===== src/rtl/dec_pkg.sv =====
// Shared definitions for the parameterised sequencing decoder.
// Holds the controller state encoding and the meaning of the mode input.
package dec_pkg;

  // Controller states: IDLE parks the outputs, DECODE follows the
  // sel handshake, SCAN walks every index on its own.
  typedef enum logic [1:0] {
    ST_IDLE   = 2'd0,
    ST_DECODE = 2'd1,
    ST_SCAN   = 2'd2
  } state_t;

  // Values carried on the mode input.
  localparam logic MODE_DECODE = 1'b0;
  localparam logic MODE_SCAN   = 1'b1;

endpackage


===== src/rtl/param_seq_decoder_if.sv =====
// Bundle of handshake and result signals for param_seq_decoder.
//   en, mode      : block enable and DECODE/SCAN selection
//   sel_valid/sel : decode request and the index to decode
//   sel_ready     : decoder accepts sel this cycle
//   y, y_valid    : registered one-hot (or one-cold) word and its strobe
//   idx, wrap     : index currently shown on y, SCAN roll-over pulse
// master = request side, slave = the decoder itself.
interface param_seq_decoder_if #(
  parameter int SEL_W = 3
);
  logic                    en;
  logic                    mode;
  logic                    sel_valid;
  logic [SEL_W-1:0]        sel;
  logic                    sel_ready;
  logic [(2**SEL_W)-1:0]   y;
  logic                    y_valid;
  logic [SEL_W-1:0]        idx;
  logic                    wrap;

  modport master (
    output en, mode, sel_valid, sel,
    input  sel_ready, y, y_valid, idx, wrap
  );

  modport slave (
    input  en, mode, sel_valid, sel,
    output sel_ready, y, y_valid, idx, wrap
  );
endinterface


===== src/rtl/onehot_dec.sv =====
// Purely combinational binary to one-hot decoder.
//   bin    : SEL_W-bit binary index
//   onehot : 2**SEL_W-bit word with only bit[bin] set
module onehot_dec #(
  parameter int SEL_W = 3
) (
  input  logic [SEL_W-1:0]      bin,
  output logic [(2**SEL_W)-1:0] onehot
);

  genvar gi;
  generate
    for (gi = 0; gi < 2**SEL_W; gi++) begin : g_bit
      assign onehot[gi] = (bin == SEL_W'(gi));
    end
  endgenerate

endmodule


===== src/rtl/param_seq_decoder.sv =====
// Parameterised decoder with a select-driven mode and a self-sequencing
// scan mode. All results on y/y_valid/idx/wrap are registered; only
// sel_ready is combinational.
//   clk : system clock, everything changes on its rising edge
//   rst : synchronous active-high reset
//   bus : param_seq_decoder_if slave (en, mode, sel handshake, results)
// SEL_W selects the index width (1..6), ACTIVE_LOW inverts every bit of y.
module param_seq_decoder
  import dec_pkg::*;
#(
  parameter int SEL_W      = 3,
  parameter bit ACTIVE_LOW = 1'b0
) (
  input  logic               clk,
  input  logic               rst,
  param_seq_decoder_if.slave bus
);

  localparam int               N          = 2**SEL_W;
  localparam logic [N-1:0]     Y_INACTIVE = ACTIVE_LOW ? {N{1'b1}} : {N{1'b0}};
  localparam logic [SEL_W-1:0] IDX_MAX    = {SEL_W{1'b1}};

  state_t           state_reg, state_next;
  logic [N-1:0]     y_reg, y_next;
  logic [SEL_W-1:0] idx_reg, idx_next;
  logic             y_valid_reg, y_valid_next;
  logic             wrap_reg, wrap_next;

  logic             accept;
  logic             load_y;
  logic             clear_y;
  logic [N-1:0]     dec_onehot;

  // rst is folded in so a request is never acknowledged while the block
  // is being reset, whatever state the register happened to hold.
  assign bus.sel_ready = !rst && (state_reg == ST_DECODE) && bus.en &&
                         (bus.mode == MODE_DECODE);
  assign accept        = bus.sel_ready && bus.sel_valid;

  // Next state and next index. Any enabled state goes straight to the run
  // state chosen by mode, so IDLE->run and run->other-run share one path.
  always_comb begin
    state_next   = state_reg;
    idx_next     = idx_reg;
    y_valid_next = 1'b0;
    wrap_next    = 1'b0;
    load_y       = 1'b0;
    clear_y      = 1'b0;
    if (!bus.en) begin
      state_next = ST_IDLE;
      idx_next   = '0;
      clear_y    = 1'b1;
    end else if (bus.mode == MODE_SCAN) begin
      state_next   = ST_SCAN;
      load_y       = 1'b1;
      y_valid_next = 1'b1;
      if (state_reg != ST_SCAN) begin
        // Entering SCAN always restarts at index 0 with no wrap pulse.
        idx_next = '0;
      end else begin
        idx_next  = idx_reg + SEL_W'(1);
        wrap_next = (idx_reg == IDX_MAX);
      end
    end else begin
      state_next = ST_DECODE;
      if (accept) begin
        idx_next     = bus.sel;
        load_y       = 1'b1;
        y_valid_next = 1'b1;
      end
    end
  end

  // The single decoder looks at the index about to be registered, so y and
  // idx always describe the same position.
  onehot_dec #(
    .SEL_W (SEL_W)
  ) u_onehot_dec (
    .bin    (idx_next),
    .onehot (dec_onehot)
  );

  // Polarity is applied here, on the way into the output register.
  always_comb begin
    y_next = y_reg;
    if (clear_y) begin
      y_next = Y_INACTIVE;
    end else if (load_y) begin
      y_next = ACTIVE_LOW ? ~dec_onehot : dec_onehot;
    end
  end

  always_ff @(posedge clk) begin
    if (rst) begin
      state_reg   <= ST_IDLE;
      y_reg       <= Y_INACTIVE;
      idx_reg     <= '0;
      y_valid_reg <= 1'b0;
      wrap_reg    <= 1'b0;
    end else begin
      state_reg   <= state_next;
      y_reg       <= y_next;
      idx_reg     <= idx_next;
      y_valid_reg <= y_valid_next;
      wrap_reg    <= wrap_next;
    end
  end

  assign bus.y       = y_reg;
  assign bus.idx     = idx_reg;
  assign bus.y_valid = y_valid_reg;
  assign bus.wrap    = wrap_reg;

endmodule


===== src/flat_wrapper.sv =====
// flat-port wrapper written by rule: the top's interface ports become plain ports
module param_seq_decoder_flat import dec_pkg::*;
#(
  parameter int SEL_W      = 3,
  parameter bit ACTIVE_LOW = 1'b0
)
  (clk, rst, bus_en, bus_mode, bus_sel_valid, bus_sel, bus_sel_ready, bus_y, bus_y_valid, bus_idx, bus_wrap);
  param_seq_decoder_if #(.SEL_W(SEL_W)) bus_i ();
  input  logic clk;
  input  logic rst;
  input wire logic [$bits(bus_i.en)-1:0] bus_en;
  input wire logic [$bits(bus_i.mode)-1:0] bus_mode;
  input wire logic [$bits(bus_i.sel_valid)-1:0] bus_sel_valid;
  input wire logic [$bits(bus_i.sel)-1:0] bus_sel;
  output wire logic [$bits(bus_i.sel_ready)-1:0] bus_sel_ready;
  output wire logic [$bits(bus_i.y)-1:0] bus_y;
  output wire logic [$bits(bus_i.y_valid)-1:0] bus_y_valid;
  output wire logic [$bits(bus_i.idx)-1:0] bus_idx;
  output wire logic [$bits(bus_i.wrap)-1:0] bus_wrap;
  assign bus_i.en = bus_en;
  assign bus_i.mode = bus_mode;
  assign bus_i.sel_valid = bus_sel_valid;
  assign bus_i.sel = bus_sel;
  assign bus_sel_ready = bus_i.sel_ready;
  assign bus_y = bus_i.y;
  assign bus_y_valid = bus_i.y_valid;
  assign bus_idx = bus_i.idx;
  assign bus_wrap = bus_i.wrap;
  param_seq_decoder #(.SEL_W(SEL_W), .ACTIVE_LOW(ACTIVE_LOW)) u_core (.clk(clk), .rst(rst), .bus(bus_i));
endmodule

===== config.mk =====
export PLATFORM = sky130hd
export DESIGN_NAME = param_seq_decoder_flat
export DESIGN_NICKNAME = d
export VERILOG_FILES = /design/src/rtl/dec_pkg.sv /design/src/rtl/param_seq_decoder_if.sv /design/src/rtl/onehot_dec.sv /design/src/rtl/param_seq_decoder.sv /design/src/flat_wrapper.sv
export SDC_FILE = /design/constraint.sdc
export NUM_CORES = 1
export LEC_CHECK = 0
export BUFFER_PORTS_ARGS = -buffer_cell sky130_fd_sc_hd__clkbuf_2
export CORE_MARGIN = 2
export CORE_UTILIZATION = 54
export CTS_CLUSTER_SIZE = 10
export DETAILED_ROUTE_END_ITERATION = 8
export PLACE_DENSITY = 0.83
export SYNTH_ARGS = -nofsm -noshare
export SYNTH_HDL_FRONTEND = slang
export SYNTH_HIERARCHICAL = 1
export SYNTH_SLANG_ARGS = --single-unit

===== constraint.sdc =====
create_clock -name clk -period 2.55 [get_ports clk]
set_clock_uncertainty 0.05 [all_clocks]
set_input_delay 0.51 -clock clk [delete_from_list [all_inputs] [get_ports clk]]
set_output_delay 0.51 -clock clk [all_outputs]
set_load 0.01 [all_outputs]

# Word level (Yosys, flattened, before mapping)
# Cells that the tools add are included.
dict set report totals {
  input_bits 8
  register_bits 15
  out_inout_bits 14
}
dict set report classes {
  n_mux 8
  n_eq_ne 10
  reduce_logical 8
  bitwise 2
  add_sub_neg 1
}
# op count
set op_table {}
lappend op_table {{3-bit equality test, second input constant} 5}
lappend op_table {{3-bit two-way mux} 4}
lappend op_table {{3-bit by 2-bit equality test with 1-bit output, second input constant} 2}
lappend op_table {{1-bit logical AND} 4}
lappend op_table {{4-bit OR reduction} 1}
lappend op_table {{3-bit by 1-bit adder with 3-bit output, second input constant} 1}
lappend op_table {{3-bit by 1-bit equality test with 1-bit output, second input constant} 1}
lappend op_table {{3-bit zero test} 1}
lappend op_table {{1-bit two-way mux} 3}
lappend op_table {{2-bit by 1-bit equality test with 1-bit output, second input constant} 1}
lappend op_table {{2-bit two-way mux} 1}
lappend op_table {{2-bit inequality test, second input constant} 1}
lappend op_table {{1-bit inverter} 2}
lappend op_table {{2-bit OR reduction} 1}
lappend op_table {{1-bit zero test} 1}

# Longest topological paths before layout
# Gate-level depths: netlist of the first run.
dict set report logic_depth {
  word_depth 9
  ltp_mapped 8
  mapped_depth_nobuf 7
}

# Hierarchy
# Netlist of the first run, hierarchy kept.
# mod seq_area_each_um2 area_each_um2 instances cells_each
set by_module_without_submodules {}
lappend by_module_without_submodules {param_seq_decoder 300.3 757.0 1 85}
lappend by_module_without_submodules {onehot_dec 0.0 65.1 1 8}

# Worst setup path after synthesis of the first run
# Ideal clock, no wire load.
dict set report synth_path {
  path_type {in2reg}
  startpoint {input bus_en}
  endpoint {register u_core.y_reg[5], in the netlist u_core/bus.y[5]}
  stages 7
  setup_slack_ns 0.652
  arrival_ns 1.729
  n_path_buf 1
  cell_sequence {buf_4 -> or3b_4 -> nor2_2 -> o211ai_1 -> and3b_2 -> o211ai_1 -> nand2_1}
}
dict set report synth_via {
  elab_chain_len 7
  word_cells_on_any_way 12
}
# item line
set synth_lines {}
lappend synth_lines {{from (decl)} flat_wrapper.sv:11} ;# input wire logic [$bits(bus_i.en)-1:0] bus_en;
lappend synth_lines {{1-bit logical AND (2 in series)} param_seq_decoder.sv:36} ;# assign bus.sel_ready = !rst && (state_reg == ST_DECODE) && bus.en &&
lappend synth_lines {{1-bit logical AND} param_seq_decoder.sv:38} ;# assign accept = bus.sel_ready && bus.sel_valid;
lappend synth_lines {{3-bit two-way mux} param_seq_decoder.sv:66} ;# if (accept) begin
lappend synth_lines {{3-bit two-way mux} param_seq_decoder.sv:53} ;# end else if (bus.mode == MODE_SCAN) begin
lappend synth_lines {{3-bit two-way mux *} param_seq_decoder.sv:49} ;# if (!bus.en) begin
lappend synth_lines {{named net u_core.idx_next[2]} param_seq_decoder.sv:25} ;# logic [SEL_W-1:0] idx_reg, idx_next;
lappend synth_lines {{3-bit equality test *} onehot_dec.sv:14} ;# assign onehot[gi] = (bin == SEL_W'(gi));
lappend synth_lines {{named net u_core.dec_onehot[5]} param_seq_decoder.sv:32} ;# logic [N-1:0] dec_onehot;
lappend synth_lines {{to (signal assigned)} param_seq_decoder.sv:102} ;# y_reg <= y_next;
lappend synth_lines {{to (decl)} param_seq_decoder.sv:24} ;# logic [N-1:0] y_reg, y_next;
# The timed path passes the listed nets; every way through them passes the cells marked *.
# A chain may end at the register's enable or synchronous reset.

# Worst setup path after layout of the first run
dict set report layout_path {
  startpoint {input bus_mode}
  endpoint {output bus_sel_ready}
}
dict set report layout_via {
  elab_chain_len 2
}
# item line
set layout_lines {}
lappend layout_lines {{from (decl)} flat_wrapper.sv:12} ;# input wire logic [$bits(bus_i.mode)-1:0] bus_mode;
lappend layout_lines {{1-bit inverter} param_seq_decoder.sv:37} ;# (bus.mode == MODE_DECODE);
lappend layout_lines {{1-bit logical AND} param_seq_decoder.sv:36}
lappend layout_lines {{to (decl)} flat_wrapper.sv:15} ;# output wire logic [$bits(bus_i.sel_ready)-1:0] bus_sel_ready;
# No other way between the ends.

==> impl_metrics.yaml, run 1 <==
power_and_ir_drop:
  p_comb_share_pct: 9.7
  internal-power_uw: 310
  peakVddDrop_uv: 348
  p_leak_nw: 0.472
  power_frac_clock_pct: 32.3
  p_sw_uw: 104
  p_sw_share_pct: 25.2
  seq_power_share_pct: 58.0
  total_power_uw: 414
  p_per_area_nw_per_um2: 440
sta:
  tightest_slew_ps: 478
  hold_viol: 0
  rsz0062_at_grt: "false"
  fmax_mhz: 488
  fin_tns_setup_ps: 0
  setup_viol: 0
  period_share_pct: 80.4
  worst_slack_ps: 499
  slew_headroom_pct: 68.0
  drv_slew: 0
  min_period_ps: 2050
floorplanning:
  core_area_um2: 1470
  die_h_um: 43.0
  die_w_um: 43.0
  rows: 14
  ios: 22
  die-area_um2: 1850
  start_util_pct: 55.9
cts:
  clock_latency_ps: 280
  cts_tree: "yes"
  cts_hold_buf: 0
  clockBufferDepth: 2
  numCtsBuffers: 3
  htreeDepth: 1
  post_cts_resize_count: 0
  cts_sinks: 15
  cts_setup_buffers: 0
  clk_pin_slew_ps: 90
  cts_root_buf: "clkbuf_4"
final_layout:
  layoutNonFillerInstCount: 127
  stdcell_area_um2: 941
  largest_reg_flops: 8
  final_common_cell: "clkbuf_2"
  final_layout_size_suffix_gt1_share_pct: 32.4
  areaGrowthSynthToFinish_pct: 14.5
  num_antenna_cells: 0
  final_cell_mix: "clkbuf_2, dfxtp_1, nand2_1"
  final_net_count: 122
hold_path:
  min_path_type: "reg -> reg"
placed_design:
  placed_area_um2: 913
  dp.cells: 123
  place.gp.congestion: 0.856
  dpl.hpwl_mm: 1.22
  portBuffers: 21
  pre_cts_slack_ps: 445
synthesis:
  yosys_warnings: 6
  yosys.cell_types.count: 31
  synth_compound_area_share_pct: 12.6
  avgSynthCellArea_um2: 8.84
  synth-adder-area-share_pct: 3.04
  synth_edf_count: 0
  synth_area_um2: 822
  synthXorXnorAreaFrac_pct: 0
  synth_top_family_by_area: "simple AND/OR/NAND/NOR gates"
  synth_mux_area_share_pct: 3.65
  ys_ff_latch: 15
  synth_flop_cell: "dfxtp_1"
  yosysSeqAreaShare_pct: 36.5
  yosysTopAreaCell: "dfxtp_1"
  netlist.area_leader.share_pct: 36.5
  synth_simple_gate_area_share_pct: 38.1
  synthCells: 93
  synthTopCellsByArea: "dfxtp_1, o211ai_1, nand4_1"
  ys_async_sr_fraction_pct: 0
  syn_nets: 103
critical_path:
  cp-startpoint: "bus_mode"
  reg2reg_from: "u_core/state_reg[0]$_SDFF_PP0_"
  critPathRequiredTime_ps: 1990
  arrival_ps: 1490
  crit_path_end_kind: "output pin"
  critPathMaxFanout: 13
  reg2regPathDepth: 6
  worstSetupEndpoint: "bus_sel_ready"
  timing.rr.end: "u_core/bus.y[6]$_SDFFE_PP0P_"
  critPathKind: "in -> out"
  startpoint_type: "input pin"
  r2r_slack_ps: 670
run:
  cap_violations: 0
global_route:
  grt_pass1_wl_mm: 2.84
  grt.overflow.total: 0
  antenna_found_initial: 0
  grt_max_degree: 21
  grt_pass1_vias: 628
  grt_use_total_pct: 19.9
route:
  postRouteAntennaNets: 0
  wl_mm: 1.71
  via_per_inst: 6.02
  post_drt_wl_per_cell_um: 13.5
  routed-wl-met3_um: 102
  wl_met2_um: 802
  first_pass_iters: 4
  drc: 0
  met1_length_um: 797
  top_layer_used: "met4"
  first_iter_violations: 13
  vias: 765
status:
  outcome: "finished, final reports clean"
power groups by stage:
| stage | logic [mW] | clock network (mW) | registers [mW] |
|---|---|---|---|
| final | 0.0401 | 0.134 | 0.240 |
| after global placement | 0.0385 | 0 | 0.245 |
| after global routing | 0.0443 | 0.149 | 0.241 |
| after detailed placement | 0.0396 | 0 | 0.246 |
| after floorplan | 0.0268 | 0 | 0.246 |
| after CTS | 0.0399 | 0.137 | 0.240 |
how the worst min path moves through the flow:
| stage | startpoint | endpoint | slack, ps | depth (start not counted) |
|---|---|---|---|---|
| after CTS | u_core/bus.y[0]$_SDFFE_PP0P_ | u_core/bus.y[0]$_SDFFE_PP0P_ | 410 | 2 |
| after floorplan | u_core/bus.y[0]$_SDFFE_PP0P_ | u_core/bus.y[0]$_SDFFE_PP0P_ | 430 | 2 |
| after global placement | u_core/bus.y[3]$_SDFFE_PP0P_ | u_core/bus.y[3]$_SDFFE_PP0P_ | 390 | 2 |
| after global routing | u_core/bus.y[7]$_SDFFE_PP0P_ | u_core/bus.y[7]$_SDFFE_PP0P_ | 430 | 2 |
| final | u_core/bus.y[6]$_SDFFE_PP0P_ | u_core/bus.y[6]$_SDFFE_PP0P_ | 410 | 2 |
| after detailed placement | u_core/bus.y[6]$_SDFFE_PP0P_ | u_core/bus.y[6]$_SDFFE_PP0P_ | 400 | 2 |
metrics by stage:
step	util [%]	hold slack (ps)
4_1_cts	63.9	414
2_1_floorplan	-	431
3_5_place_dp	62.1	400
5_1_grt	63.9	435
6_report	63.9	407
3_3_place_gp	62.1	395
cells by family (layout without fill, tap and decap cells):
group,count (synthesis),in the layout
multiplexers,3,3
AO/OA/AOI/OAI,15,15
adder cells (fa/ha/maj),2,2
AND/OR/NAND/NOR,48,48
buffers and inverters,10,28
flip-flops,15,15
critical path, stage by stage:
cell and delay (ps):
clkbuf_2 180, or3b_4 460, nor3b_2 190, clkbuf_2 150
routing by layer:
metal,vias to the layer above,track usage (%)
met5,-,0
met4,0,7.27
met3,2,2.55
met2,30,31.5
met1,346,27.7
li1,387,-
layout make-up:
| class | instances | area, um^2 |
|---|---|---|
| fillers | 141 | 531 |
| multi-input cells | 68 | 472 |
| flip-flops and latches | 15 | 300 |
| repair buffers | 22 | 113 |
| clock buffers | 3 | 22.5 |
| well taps | 16 | 20.0 |
| inverters | 2 | 8.76 |
| clock inverters | 1 | 5.00 |
synthesized netlist by cell type, types with 2 or more instances:
library cell	number
nor3b_1	3
dfxtp_1	15
mux2i_1	3
o21ai_0	2
ha_1	2
nor2b_1	2
and3b_1	2
nand3_1	7
o211ai_1	10
and3b_2	3
buf_2	6
nand2_1	11
nand3b_1	2
nand4_1	8
No activity file was read; power rests on OpenSTA's default activity.
==> run 2, diff against run 1 <==
ABC_AREA = 1   (was unset)
CORE_UTILIZATION = 47   (was 54)
PLACE_DENSITY = 0.76   (was 0.83)
clock period = 2.04 ns   (was 2.55 ns; I/O delays follow)
==> run 2 against run 1 <==
  * Total power is 30% higher
  * Combinational power grew 43%
  * Count of clock-buffer cells in the layout did not move
  * Wire length fell by 8.8%
  * Via count is 5.5% lower
  * Sequential share of layout area up 3.5 points
  * Clock power up 29%
==> impl_metrics.yaml, run 2 <==
status:
  outcome: "finished, final reports clean"
sta:
  fin_tns_setup_ps: 0
  hold_viol: 0
  min_period_ps: 1860
  fmax_mhz: 537
  period_share_pct: 91.2
  rsz0062_at_grt: "false"
  drv_slew: 0
  tightest_slew_ps: 411
  slew_headroom_pct: 72.6
  worst_slack_ps: 179
  setup_viol: 0
  fin_hold_ws_ps: 235
final_layout:
  areaGrowthSynthToFinish_pct: 21.8
  largest_reg_flops: 8
  layoutNonFillerInstCount: 138
  stdcell_area_um2: 847
  num_antenna_cells: 0
  final_net_count: 134
  postLayoutCoreUtil_pct: 63.5
  fillCellCount: 129
  multi_input_area_um2: 339
  final_common_cell: "nor2_1"
  final_cell_mix: "nor2_1, clkbuf_2, dfxtp_1"
  final_layout_size_suffix_gt1_share_pct: 25.2
  regArea_um2: 300
route:
  first_iter_violations: 24
  via_per_inst: 5.24
  wl_mm: 1.56
  drc: 0
  postRouteAntennaNets: 0
  vias: 723
  first_pass_iters: 4
  post_drt_wl_per_cell_um: 11.3
critical_path:
  r2r_slack_ps: 180
  path_common_cell: "nor2_1"
  critPathRequiredTime_ps: 2220
  worstSetupEndpoint: "u_core/bus.y[5]$_SDFFE_PP0P_"
  arrival_ps: 2040
  reg2regPathDepth: 10
  critPathKind: "reg -> reg"
  cp-startpoint: "u_core/state_reg[0]$_SDFF_PP0_"
  worstPathCellList: "inv_1 -> nor2_1 -> nand3_4 -> nand2_1 -> nand3_1 -> a21oi_1 -> inv_2 -> nor2_1 -> nor2_1 -> nor2_1"
  timing.rr.end: "u_core/bus.y[5]$_SDFFE_PP0P_"
  reg2reg_from: "u_core/state_reg[0]$_SDFF_PP0_"
  startpoint_type: "flip-flop"
  critPathMaxFanout: 5
  crit_path_end_kind: "flip-flop"
  crit_slowest_cell: "a21oi_1"
  slowest_delay_ps: 360
power_and_ir_drop:
  peakVddDrop_uv: 361
  p_per_area_nw_per_um2: 635
  total_power_uw: 538
  p_leak_nw: 0.442
global_route:
  gr-usage-met2_pct: 28.6
  grt_use_total_pct: 18.3
  grt_pass1_vias: 616
  grtUsageMet3_pct: 4.31
  grt_pass1_wl_mm: 2.57
  antenna_found_initial: 0
  grt.overflow.total: 0
  top_usage_layer: "met2"
  grtUsageMet1_pct: 24.9
  grt_max_degree: 10
floorplanning:
  rows: 13
  die-area_um2: 1800
  core_area_um2: 1330
  start_util_pct: 52.2
  die_w_um: 42.5
  ios: 22
  die_h_um: 42.5
cts:
  cts_tree: "yes"
  clockBufferDepth: 2
  cts_sinks: 15
  post_cts_resize_count: 0
  cts_root_buf: "clkbuf_4"
  cts_setup_buffers: 0
  cts_hold_buf: 0
  numCtsBuffers: 3
  htreeDepth: 1
  clock_latency_ps: 280
  clk_pin_slew_ps: 90
synthesis:
  yosysSeqAreaShare_pct: 43.2
  yosys.cell_types.count: 15
  synth_flop_cell: "dfxtp_1"
  synthCells: 98
  synthTopCellsByArea: "dfxtp_1, nor2_1, inv_1"
  avgSynthCellArea_um2: 7.10
  ys_async_sr_fraction_pct: 0
  netlist_top_cells_count: "nor2_1, dfxtp_1, inv_1"
  synth_edf_count: 0
  netlist.area_leader.share_pct: 43.2
  yosys_warnings: 6
  ys_ff_latch: 15
  synth.most_common_cell: "nor2_1"
  syn_nets: 108
  synth_area_um2: 696
  yosysTopAreaCell: "dfxtp_1"
placed_design:
  pre_cts_slack_ps: 78.1
  portBuffers: 21
  place.gp.congestion: 0.851
  placed_area_um2: 820
  dpl.hpwl_mm: 1.18
  dp.cells: 134
run:
  cap_violations: 0
hold_path:
  min_path_type: "in -> reg"
  whs_path_depth: 2
-- run 2: cell count changes after synthesis, moves of 3 or more --
cell,before,now
nor2_1,1,28
inv_1,1,14
o211ai_1,10,0
buf_2,6,0
o21ai_0,2,8
a21oi_1,1,6
nand4_1,8,3
and3b_2,3,0
mux2i_1,3,0
nand3_1,7,4
nor3b_1,3,0
-- run 2: kinds of logic after synthesis --
kind of cell    synth area share (%)
simple gates                    35.1
buf+inv                         8.09
flops                           43.2
compound gates                  10.1
fa+ha+maj                       3.60
-- run 2: worst min-delay path by stage --
| stage | endpoint | startpoint |
|---|---|---|
| after detailed placement | u_core/bus.y[4]$_SDFFE_PP0P_ | u_core/bus.y[4]$_SDFFE_PP0P_ |
| after floorplan | u_core/bus.wrap$_SDFF_PP0_ | u_core/state_reg[1]$_SDFF_PP0_ |
| after CTS | u_core/bus.y_valid$_SDFF_PP0_ | rst |
| final | u_core/bus.y_valid$_SDFF_PP0_ | rst |
| after global placement | u_core/bus.y[5]$_SDFFE_PP0P_ | u_core/bus.y[5]$_SDFFE_PP0P_ |
| after global routing | u_core/bus.y_valid$_SDFF_PP0_ | rst |
-- run 2: per-layer routing --
layer	part of all wire, %	routed length, um
met4	0.38	6
met5	0	0
met2	46	717
met1	45	709
met3	8.2	129
-- run 2: critical path: cells and delay by family (launching register included) --
kind                   cells  cell delay, ps
buffers and inverters      2             160
AND/OR/NAND/NOR            7             920
AO/OA/AOI/OAI              1             360
flip-flops                 1             320
-- run 2: cell type report --
class / count / area share [%]
sequential: 15 / 35.5
timing repair buffer: 21 / 12.4
inverter: 15 / 6.65
tap: 15 / 2.22
clock buffer: 3 / 2.66
clock inverter: 1 / 0.591
multi-input combinational: 68 / 40.0
-- run 2: report_power, final --
part	switching [mW]	internal (mW)
Clock	0.101	0.0729
Sequential	0.00431	0.302
Combinational	0.0380	0.0195
